==> config.mk <==
export PLATFORM = sky130hd
export DESIGN_NAME = lp_issue_scheduler
export DESIGN_NICKNAME = d
export VERILOG_FILES = /design/src/rtl/lp_issue_scheduler.sv
export SDC_FILE = /design/constraint.sdc
export NUM_CORES = 1
export LEC_CHECK = 0
export CORE_ASPECT_RATIO = 1.4
export CORE_MARGIN = 2
export CORE_UTILIZATION = 37
export CTS_CLUSTER_SIZE = 16
export DETAILED_ROUTE_END_ITERATION = 6
export GPL_ROUTABILITY_DRIVEN = 0
export GPL_TIMING_DRIVEN = 0
export HOLD_SLACK_MARGIN = 0.05
export PLACE_DENSITY = 0.62
export SKIP_CTS_REPAIR_TIMING = 1
export SLEW_MARGIN = 25
export SYNTH_ARGS = -nofsm -noshare
export SYNTH_HDL_FRONTEND = slang
export SYNTH_SLANG_ARGS = --single-unit
==> constraint.sdc <==
create_clock -name clk -period 2.3 [get_ports clk]
set_input_delay 0.575 -clock clk [delete_from_list [all_inputs] [get_ports clk]]
set_output_delay 0.575 -clock clk [all_outputs]
set_load 0.005 [all_outputs]
==> src/rtl/lp_issue_scheduler.sv <==
// lp_issue_scheduler: buffers fetched opcodes in a small FIFO and issues one
// per cycle to the low-power control unit. Memory-class opcodes stall while
// memory is busy, NOPs are dropped, and a power FSM gates the control unit's
// clock enable after a programmable idle period and sequences wake-up.
module lp_issue_scheduler #(
    parameter int unsigned DEPTH       = 4,
    parameter int unsigned IDLE_THRESH = 8,
    parameter int unsigned WAKE_CYCLES = 2
) (
    input  logic        clk,
    input  logic        rst_n,
    input  logic        in_valid,
    input  logic [2:0]  in_opcode,
    output logic        in_ready,
    input  logic        mem_busy,
    input  logic        sleep_en,
    output logic        issue_valid,
    output logic [2:0]  issue_opcode,
    output logic        cu_clk_en,
    output logic [1:0]  pwr_state,
    output logic [15:0] issued_cnt
);

    localparam int unsigned AW = (DEPTH > 1) ? $clog2(DEPTH) : 1;
    localparam int unsigned IW = (IDLE_THRESH > 1) ? $clog2(IDLE_THRESH) : 1;
    localparam int unsigned WW = (WAKE_CYCLES > 1) ? $clog2(WAKE_CYCLES) : 1;

    localparam logic [IW-1:0] IDLE_LAST = IW'(IDLE_THRESH - 1);
    localparam logic [WW-1:0] WAKE_LAST = WW'(WAKE_CYCLES - 1);

    typedef enum logic [1:0] {
        ST_ACTIVE = 2'b00,
        ST_SLEEP  = 2'b01,
        ST_WAKE   = 2'b10
    } pwr_t;

    // FIFO storage and pointers (extra MSB distinguishes full from empty)
    logic [2:0]    r_mem [DEPTH];
    logic [AW:0]   r_wptr;
    logic [AW:0]   r_rptr;

    // Power FSM and registered outputs
    pwr_t          r_state;
    logic [IW-1:0] r_idle_cnt;
    logic [WW-1:0] r_wake_cnt;
    logic          r_cu_clk_en;
    logic          r_issue_valid;
    logic [2:0]    r_issue_opcode;
    logic [15:0]   r_issued_cnt;

    logic          w_full;
    logic          w_empty;
    logic          w_push;
    logic          w_pop;
    logic          w_issue;
    logic          w_idle;
    logic [2:0]    w_head;
    logic          w_head_nop;
    logic          w_head_mem;

    assign w_empty    = (r_wptr == r_rptr);
    assign w_full     = (r_wptr[AW] != r_rptr[AW]) &&
                        (r_wptr[AW-1:0] == r_rptr[AW-1:0]);
    assign w_push     = in_valid && !w_full;
    assign w_head     = r_mem[r_rptr[AW-1:0]];
    assign w_head_nop = (w_head == 3'b000);
    assign w_head_mem = (w_head == 3'b101) || (w_head == 3'b110);
    // Pops only happen in ACTIVE; a stalled memory opcode stays at the head.
    assign w_pop      = (r_state == ST_ACTIVE) && !w_empty &&
                        !(w_head_mem && mem_busy);
    assign w_issue    = w_pop && !w_head_nop;
    assign w_idle     = w_empty && !in_valid;

    assign in_ready     = !w_full;
    assign issue_valid  = r_issue_valid;
    assign issue_opcode = r_issue_opcode;
    assign cu_clk_en    = r_cu_clk_en;
    assign pwr_state    = r_state;
    assign issued_cnt   = r_issued_cnt;

    // FIFO data write; contents need no reset since pointers define validity
    always_ff @(posedge clk) begin
        if (rst_n && w_push) begin
            r_mem[r_wptr[AW-1:0]] <= in_opcode;
        end
    end

    // FIFO pointer update on push and pop
    always_ff @(posedge clk) begin
        if (!rst_n) begin
            r_wptr <= '0;
            r_rptr <= '0;
        end else begin
            if (w_push) begin
                r_wptr <= r_wptr + 1'b1;
            end
            if (w_pop) begin
                r_rptr <= r_rptr + 1'b1;
            end
        end
    end

    // Issue outputs, issue counter and power FSM with registered clock enable
    always_ff @(posedge clk) begin
        if (!rst_n) begin
            r_state        <= ST_ACTIVE;
            r_idle_cnt     <= '0;
            r_wake_cnt     <= '0;
            r_cu_clk_en    <= 1'b1;
            r_issue_valid  <= 1'b0;
            r_issue_opcode <= 3'b000;
            r_issued_cnt   <= '0;
        end else begin
            r_issue_valid <= w_issue;
            if (w_issue) begin
                r_issue_opcode <= w_head;
                if (r_issued_cnt != 16'hFFFF) begin
                    r_issued_cnt <= r_issued_cnt + 16'd1;
                end
            end

            case (r_state)
                ST_ACTIVE: begin
                    r_cu_clk_en <= 1'b1;
                    if (w_idle) begin
                        if (sleep_en && (r_idle_cnt == IDLE_LAST)) begin
                            r_state     <= ST_SLEEP;
                            r_cu_clk_en <= 1'b0;
                            r_idle_cnt  <= '0;
                        end else if (r_idle_cnt != IDLE_LAST) begin
                            r_idle_cnt <= r_idle_cnt + 1'b1;
                        end
                    end else begin
                        r_idle_cnt <= '0;
                    end
                end
                ST_SLEEP: begin
                    r_cu_clk_en <= 1'b0;
                    if (in_valid || !w_empty) begin
                        r_state     <= ST_WAKE;
                        r_cu_clk_en <= 1'b1;
                        r_wake_cnt  <= '0;
                    end
                end
                ST_WAKE: begin
                    r_cu_clk_en <= 1'b1;
                    if (r_wake_cnt == WAKE_LAST) begin
                        r_state    <= ST_ACTIVE;
                        r_wake_cnt <= '0;
                    end else begin
                        r_wake_cnt <= r_wake_cnt + 1'b1;
                    end
                end
                default: begin
                    r_state     <= ST_ACTIVE;
                    r_cu_clk_en <= 1'b1;
                    r_idle_cnt  <= '0;
                    r_wake_cnt  <= '0;
                end
            endcase
        end
    end

endmodule
==> flow_metrics.env, run 1 <==
export IMPL_status="completed"
export IMPL_power_frac_seq=0.399
export IMPL_grt_overflow_total=0
export IMPL_synth_compound_area_frac=0.1440
export IMPL_totalWireLength_mm=4.919
export IMPL_worstHoldEndpoint="issue_opcode[2]"
export IMPL_report_power_total_w=0.002599
export IMPL_p_int_w=0.001751
export IMPL_firstDrtPassIters=4
export IMPL_combPwrFrac=0.367
export IMPL_die_h_microns=97.69
export IMPL_clkTransAtPathRegs_ps=90
export IMPL_critical_path_peak_fanout=7
export IMPL_synthAdderAreaFrac=0.06472
export IMPL_area_delta_synth_final_pct=25.78
export IMPL_yosys_area_share_simple=0.1785
export IMPL_hp_class="reg -> reg"
export IMPL_hold_violations=0
export IMPL_synth_top_family_by_area="simple AND/OR/NAND/NOR gates"
export IMPL_synth_edf_count=12
export IMPL_yosysMostFrequentCell="dfxtp_1"
export IMPL_async_flop_share=0
export IMPL_netlist_top_cells_count="dfxtp_1 (35), nand2_1 (19), nor2_1 (19), a21oi_1 (15)"
export IMPL_cts_made_buffers=5
export IMPL_period_share=0.9870
export IMPL_rsz0062_at_grt="yes"
export IMPL_core_area_sq_um=6126
export IMPL_n_antenna_cell=0
export IMPL_critical_path_required_ps=2540
export IMPL_drtIter0Drc=69
export IMPL_synth_mux_area_frac=0.07821
export IMPL_grt_max_degree=16
export IMPL_drv_cap=0
export IMPL_vias=1838
export IMPL_fin_skew_ps=8.627
export IMPL_yosys_area_top_type="dfxtp_1"
export IMPL_ys_types=44
export IMPL_synth_area_leaders="dfxtp_1 (30%), edfxtp_1 (16%), ha_1 (6.5%)"
export IMPL_grt_pass1_vias=1731
export IMPL_leakage_nw=1.029
export IMPL_place_hpwl_mm=3.538
export IMPL_clockRootBuffer="clkbuf_8"
export IMPL_grt_first_pass_wirelength_mm=8.107
export IMPL_fin_nets=288
export IMPL_power_density_nw_per_um2=890.6
export IMPL_layout_drive_gt1_share=0.1190
export IMPL_synthFlopType="dfxtp_1"
export IMPL_worst_skew_pair_late_latency_ps=300
export IMPL_cts_tree="yes"
export IMPL_fmax_mhz=440.5
export IMPL_setup_worst_path_class="reg -> reg"
export IMPL_seq_area_frac_synth=0.4574
export IMPL_dp_cells=329
export IMPL_swShare=0.3261
export IMPL_syn_num_nets=247
export IMPL_cts_buffer_depth=2
export IMPL_clock_power_share=0.234
export IMPL_drc=0
export IMPL_netlist_area_sq_um=2320
export IMPL_viasPerCell=5.390
export IMPL_ios=32
export IMPL_initial_core_util=0.3787
export IMPL_startpoint_type="flip-flop"
export IMPL_hp_start="issue_opcode[2]"
export IMPL_end_kind="flip-flop"
export IMPL_htreeDepth=2
export IMPL_setup_viol=0
export IMPL_p_switching_w=0.0008474
export IMPL_die_w_microns=70.92
export IMPL_hold_depth=2
export IMPL_worstMarginPinSlew_ps=644.1
export IMPL_regToRegSetupSlack_ps=30
export IMPL_vdd_drop_max_mv=0.3292
export IMPL_numPortBuffers=30
export IMPL_ant_nets=0
export IMPL_dieArea_sq_um=6928
export IMPL_fin_cells=341
export IMPL_synth_top_area_share=0.3020
export IMPL_ys_seq_elements=47
export IMPL_clkSinkCount=47
export IMPL_synthXorXnorAreaFrac=0.03830
export IMPL_reg2reg_to="issued_cnt[7]"
export IMPL_syn_inst=227
export IMPL_antenna_found_initial=0
export IMPL_relSlewSlack=0.5706
export IMPL_grt_usage=0.1492
export IMPL_slew_violations=0
export IMPL_wire_per_inst_microns=14.43
export IMPL_rows=34
export IMPL_yosys_warnings=0
export IMPL_cp_arrival_ps=2510
export IMPL_rr_worst_depth=6
export IMPL_syn_area_per_cell_sq_um=10.22
export IMPL_min_period_ps=2270
cells by family after synthesis:
| logic type | Yosys count |
|---|---|
| AND/OR/NAND/NOR | 79 |
| flip-flops | 47 |
| AO/OA/AOI/OAI | 46 |
| buffers and inverters | 21 |
| multiplexers | 14 |
| adder cells (fa/ha/maj) | 12 |
| XOR/XNOR | 8 |
power groups by stage:
stage          combinational [W]  sequential (W)  clock, W
2_1_floorplan           0.000586         0.00103         0
3_3_place_gp            0.000813         0.00104         0
3_5_place_dp            0.000819         0.00105         0
4_1_cts                 0.000822         0.00103  0.000629
5_1_grt                  0.00102         0.00105  0.000671
6_report                0.000954         0.00104  0.000608
cell usage in the layout, fill, tap and decap left out, types with 2 or more instances in the layout:
cell type	n
a21oi_1	13
a21oi_2	2
a41oi_1	2
and3_1	5
and4_1	4
buf_4	2
buf_6	3
clkbuf_1	6
clkbuf_8	5
clkdlybuf4s50_1	30
dfxtp_1	34
edfxtp_1	12
ha_1	12
inv_1	12
mux2i_1	11
mux4_2	2
nand2_1	19
nand2b_1	4
nand3_1	6
nand4_1	4
nor2_1	18
nor3b_1	2
nor4_2	2
o2111ai_1	2
o21a_1	2
o21ai_0	5
o31ai_1	9
or4_1	8
xnor2_1	3
xnor2_2	2
xor2_1	2
worst max path at each step:
stage,from,cells past startpoint,end
floorplan,flip-flop,7,issue_opcode[1]
global placement,flip-flop,7,issue_opcode[1]
detailed placement,flip-flop,7,issue_opcode[1]
CTS,flip-flop,7,issue_opcode[1]
global route,flip-flop,6,issued_cnt[7]
finish,flip-flop,6,issued_cnt[7]
worst max-delay path, cell delays in order, from the launching register on:
cell      delay (ps)
dfxtp_4          380
mux4_2           590
xnor2_4          270
o211ai_4         160
buf_4            180
or4_1            510
a21oi_2          120
state kept, by name, indices dropped and copies added (netlist names), 2 cells and up, named ones only:
register and count:
issued_cnt 16, r_mem 12, issue_opcode 3, r_idle_cnt 3
r_rptr 3, r_wptr 3, pwr_state 2
layout make-up:
cell class                      instances  area (sq um)
Tap cell                               72         90.09
Sequential cell                        47          1065
Timing Repair Buffer                   34         331.6
Inverter                               13         48.80
Clock buffer                            5         68.82
Fill cell                             608          3208
Clock inverter                          3         43.79
Multi-Input combinational cell        159          1225
Buffer                                  8         45.04
metal layers:
| metal | vias up | global-route usage | wire, microns |
|---|---|---|---|
| met1 | 876 | 0.1702 | 2062 |
| li1 | 919 | - | - |
| met2 | 34 | 0.2581 | 2588 |
| met4 | 0 | 0.07983 | 129 |
| met3 | 9 | 0.02801 | 139 |
| met5 | - | 0 | 0 |
metrics by stage:
step	hold WS, ps	area, sq um	setup WS [ps]	setup TNS, ps	util
CTS	488.2	2823	-131.9	-533.1	0.4608
global placement	457.7	2710	-106.2	-263.1	0.4424
floorplan	449.9	2320	102.9	0	-
detailed placement	472.4	2710	-116.8	-320.6	0.4424
finish	487.8	2918	29.80	0	0.4763
global route	506.3	2918	-34.12	-135.0	0.4763
Power figures use the tool's default switching activity.
==> inputs of run 2 (changes only) <==
ABC_AREA = 1   (was not set)
==> flow_metrics.env, run 2 <==
export IMPL_status="completed"
export IMPL_synth_top_area_share=0.2891
export IMPL_wire_per_inst_microns=10.47
export IMPL_syn_inst=321
export IMPL_relSlewSlack=0.7878
export IMPL_viasPerCell=4.575
export IMPL_max_stage_delay_ps=530
export IMPL_synth_area_leaders="dfxtp_1 (29%), edfxtp_1 (15%), nand2_1 (14%)"
export IMPL_worst_skew_pair_late_latency_ps=290
export IMPL_timing_rr_start="issued_cnt[0]"
export IMPL_final_cell_mix="nand2_1 (93), nor2_1 (57), inv_1 (36)"
export IMPL_area_delta_synth_final_pct=22.35
export IMPL_async_flop_share=0
export IMPL_die_h_microns=99.76
export IMPL_numPortBuffers=30
export IMPL_path_cells="xnor2_2 > nand3b_1 > clkdlybuf4s50_1"
export IMPL_final_common_cell="nand2_1"
export IMPL_drv_cap=0
export IMPL_dp_cells=423
export IMPL_largest_reg_flops=16
export IMPL_layout_drive_gt1_share=0.06964
export IMPL_power_frac_seq=0.366
export IMPL_syn_num_nets=341
export IMPL_slew_violations=0
export IMPL_cts_buffer_depth=2
export IMPL_grt_pass1_vias=1925
export IMPL_die_w_microns=72.40
export IMPL_synthFlopType="dfxtp_1"
export IMPL_syn_area_per_cell_sq_um=7.550
export IMPL_clock_power_share=0.226
export IMPL_reg2reg_to="issued_cnt[13]"
export IMPL_fin_cells=431
export IMPL_htreeDepth=2
export IMPL_clkTransAtPathRegs_ps=90
export IMPL_swShare=0.3605
export IMPL_ys_types=25
export IMPL_seq_area_frac_synth=0.4378
export IMPL_end_kind="primary output"
export IMPL_drc=0
export IMPL_hold_violations=0
export IMPL_regToRegSetupSlack_ps=440
export IMPL_power_density_nw_per_um2=1065
export IMPL_rows=34
export IMPL_startpoint_type="flip-flop"
export IMPL_antenna_found_initial=0
export IMPL_p_switching_w=0.001138
export IMPL_cts_tree="yes"
export IMPL_clockRootBuffer="clkbuf_8"
export IMPL_clkSinkCount=47
export IMPL_cts_made_buffers=5
export IMPL_grt_max_degree=16
export IMPL_dieArea_sq_um=7223
export IMPL_cp_arrival_ps=1590
export IMPL_yosys_warnings=0
export IMPL_period_share=0.9427
export IMPL_ys_seq_elements=47
export IMPL_place_hpwl_mm=3.580
export IMPL_setup_worst_path_class="reg -> out"
export IMPL_rsz0062_at_grt="no"
export IMPL_hold_depth=2
export IMPL_worstMarginPinSlew_ps=317.1
export IMPL_fmax_mhz=461.2
export IMPL_hp_class="reg -> reg"
export IMPL_leakage_nw=1.340
export IMPL_worstHoldEndpoint="r_wake_cnt"
export IMPL_grt_usage=0.1394
export IMPL_fin_tns_setup_ps=0
export IMPL_yosys_area_top_type="dfxtp_1"
export IMPL_drtIter0Drc=51
export IMPL_netlist_top_cells_count="nand2_1 (93), nor2_1 (57), inv_1 (36), dfxtp_1 (35), nand3_1 (19)"
export IMPL_totalWireLength_mm=4.511
export IMPL_ios=32
export IMPL_firstDrtPassIters=4
export IMPL_whs_ps=466.5
export IMPL_slowest_stage="clkdlybuf4s50_1"
export IMPL_fin_skew_ps=6.028
export IMPL_critical_path_peak_fanout=3
export IMPL_setup_viol=0
export IMPL_grt_overflow_total=0
export IMPL_n_antenna_cell=0
export IMPL_initial_core_util=0.3849
export IMPL_min_period_ps=2168
export IMPL_fin_nets=378
export IMPL_netlist_area_sq_um=2424
export IMPL_p_int_w=0.002019
export IMPL_vias=1972
export IMPL_grt_first_pass_wirelength_mm=7.990
export IMPL_yosysMostFrequentCell="nand2_1"
export IMPL_n_fill_cell=656
export IMPL_critical_path_required_ps=1730
export IMPL_hp_start="r_wake_cnt"
export IMPL_finish_utilization=0.4710
export IMPL_synth_edf_count=12
export IMPL_rr_worst_depth=11
export IMPL_core_area_sq_um=6296
export IMPL_combPwrFrac=0.409
export IMPL_vdd_drop_max_mv=0.3753
export IMPL_ant_nets=0
run 2: cell count changes in the layout (fill, tap and decap cells not counted), moves of 6 or more:
cell / delta
clkbuf_1: -6
inv_1: +24
nand3_1: +13
nor2_1: +39
o31ai_1: -9
nand2_1: +74
mux2i_1: -11
or4_1: -8
xor2_1: +8
run 2: how the worst max path moves through the flow:
stage                             start       endpoint  slack (ps)  depth (start not counted)
after CTS                     r_rptr[2]       in_ready          80                          3
after detailed placement       in_valid  r_idle_cnt[0]         300                          7
after global placement         in_valid    r_mem[3][1]         320                          5
final                         r_rptr[2]       in_ready         130                          3
after global routing          r_rptr[0]       in_ready          30                          3
after floorplan           issued_cnt[0]  issued_cnt[3]         700                         11
run 2: kinds of logic after synthesis:
family	count (synthesis)	synth area share
flops	47	0.4378
simple gates	183	0.3190
compound gates	23	0.05008
fa+ha+maj	12	0.06195
buf+inv	43	0.08415
xor+xnor	13	0.04698
run 2: area by class of cell:
| cell class | instances | area, sq um | area share |
|---|---|---|---|
| clock buffers | 5 | 68.82 | 0.02321 |
| clock inverters | 3 | 67.56 | 0.02278 |
| multi-input cells | 231 | 1174 | 0.3958 |
| well taps | 72 | 90.09 | 0.03038 |
| inverters | 38 | 142.6 | 0.04810 |
| flip-flops and latches | 47 | 1061 | 0.3578 |
| plain buffers | 5 | 61.31 | 0.02068 |
| repair buffers | 30 | 300.3 | 0.1013 |
run 2: critical path: cells and delay by family, from the launching register on:
kind | cells | cell delay [ps]
and+or+nand+nor | 1 | 190
DFF | 1 | 430
buffers and inverters | 1 | 530
xor gates and xnor gates | 1 | 160
run 2: power by group through the flow:
| stage | Clock (W) | Combinational (W) | Sequential (W) |
|---|---|---|---|
| 2_1_floorplan | 0 | 0.000880 | 0.00116 |
| 5_1_grt | 0.000761 | 0.00150 | 0.00118 |
| 3_3_place_gp | 0 | 0.00128 | 0.00117 |
| 4_1_cts | 0.000730 | 0.00130 | 0.00115 |
| 6_report | 0.000712 | 0.00129 | 0.00115 |
| 3_5_place_dp | 0 | 0.00130 | 0.00117 |
run 2: per-layer routing:
metal	global-route usage	up-vias	share of wire	wire length (microns)
met5	0	-	0	0
met4	0.06268	0	0.014	62
met3	0.02837	4	0.029	129
met2	0.2710	25	0.53	2408
met1	0.1369	873	0.42	1910
li1	-	1070	-	-
run 2: stage by stage:
| step | instance area (sq um) | worst slack [ps] | power (W) |
|---|---|---|---|
| final | 2965 | 131.8 | 0.003157 |
| after CTS | 2950 | 77.03 | 0.003184 |
| after global placement | 2814 | 318.8 | 0.002450 |
| after floorplan | 2424 | 699.0 | 0.002035 |
| after global routing | 2965 | 28.66 | 0.003445 |
| after detailed placement | 2814 | 301.5 | 0.002468 |
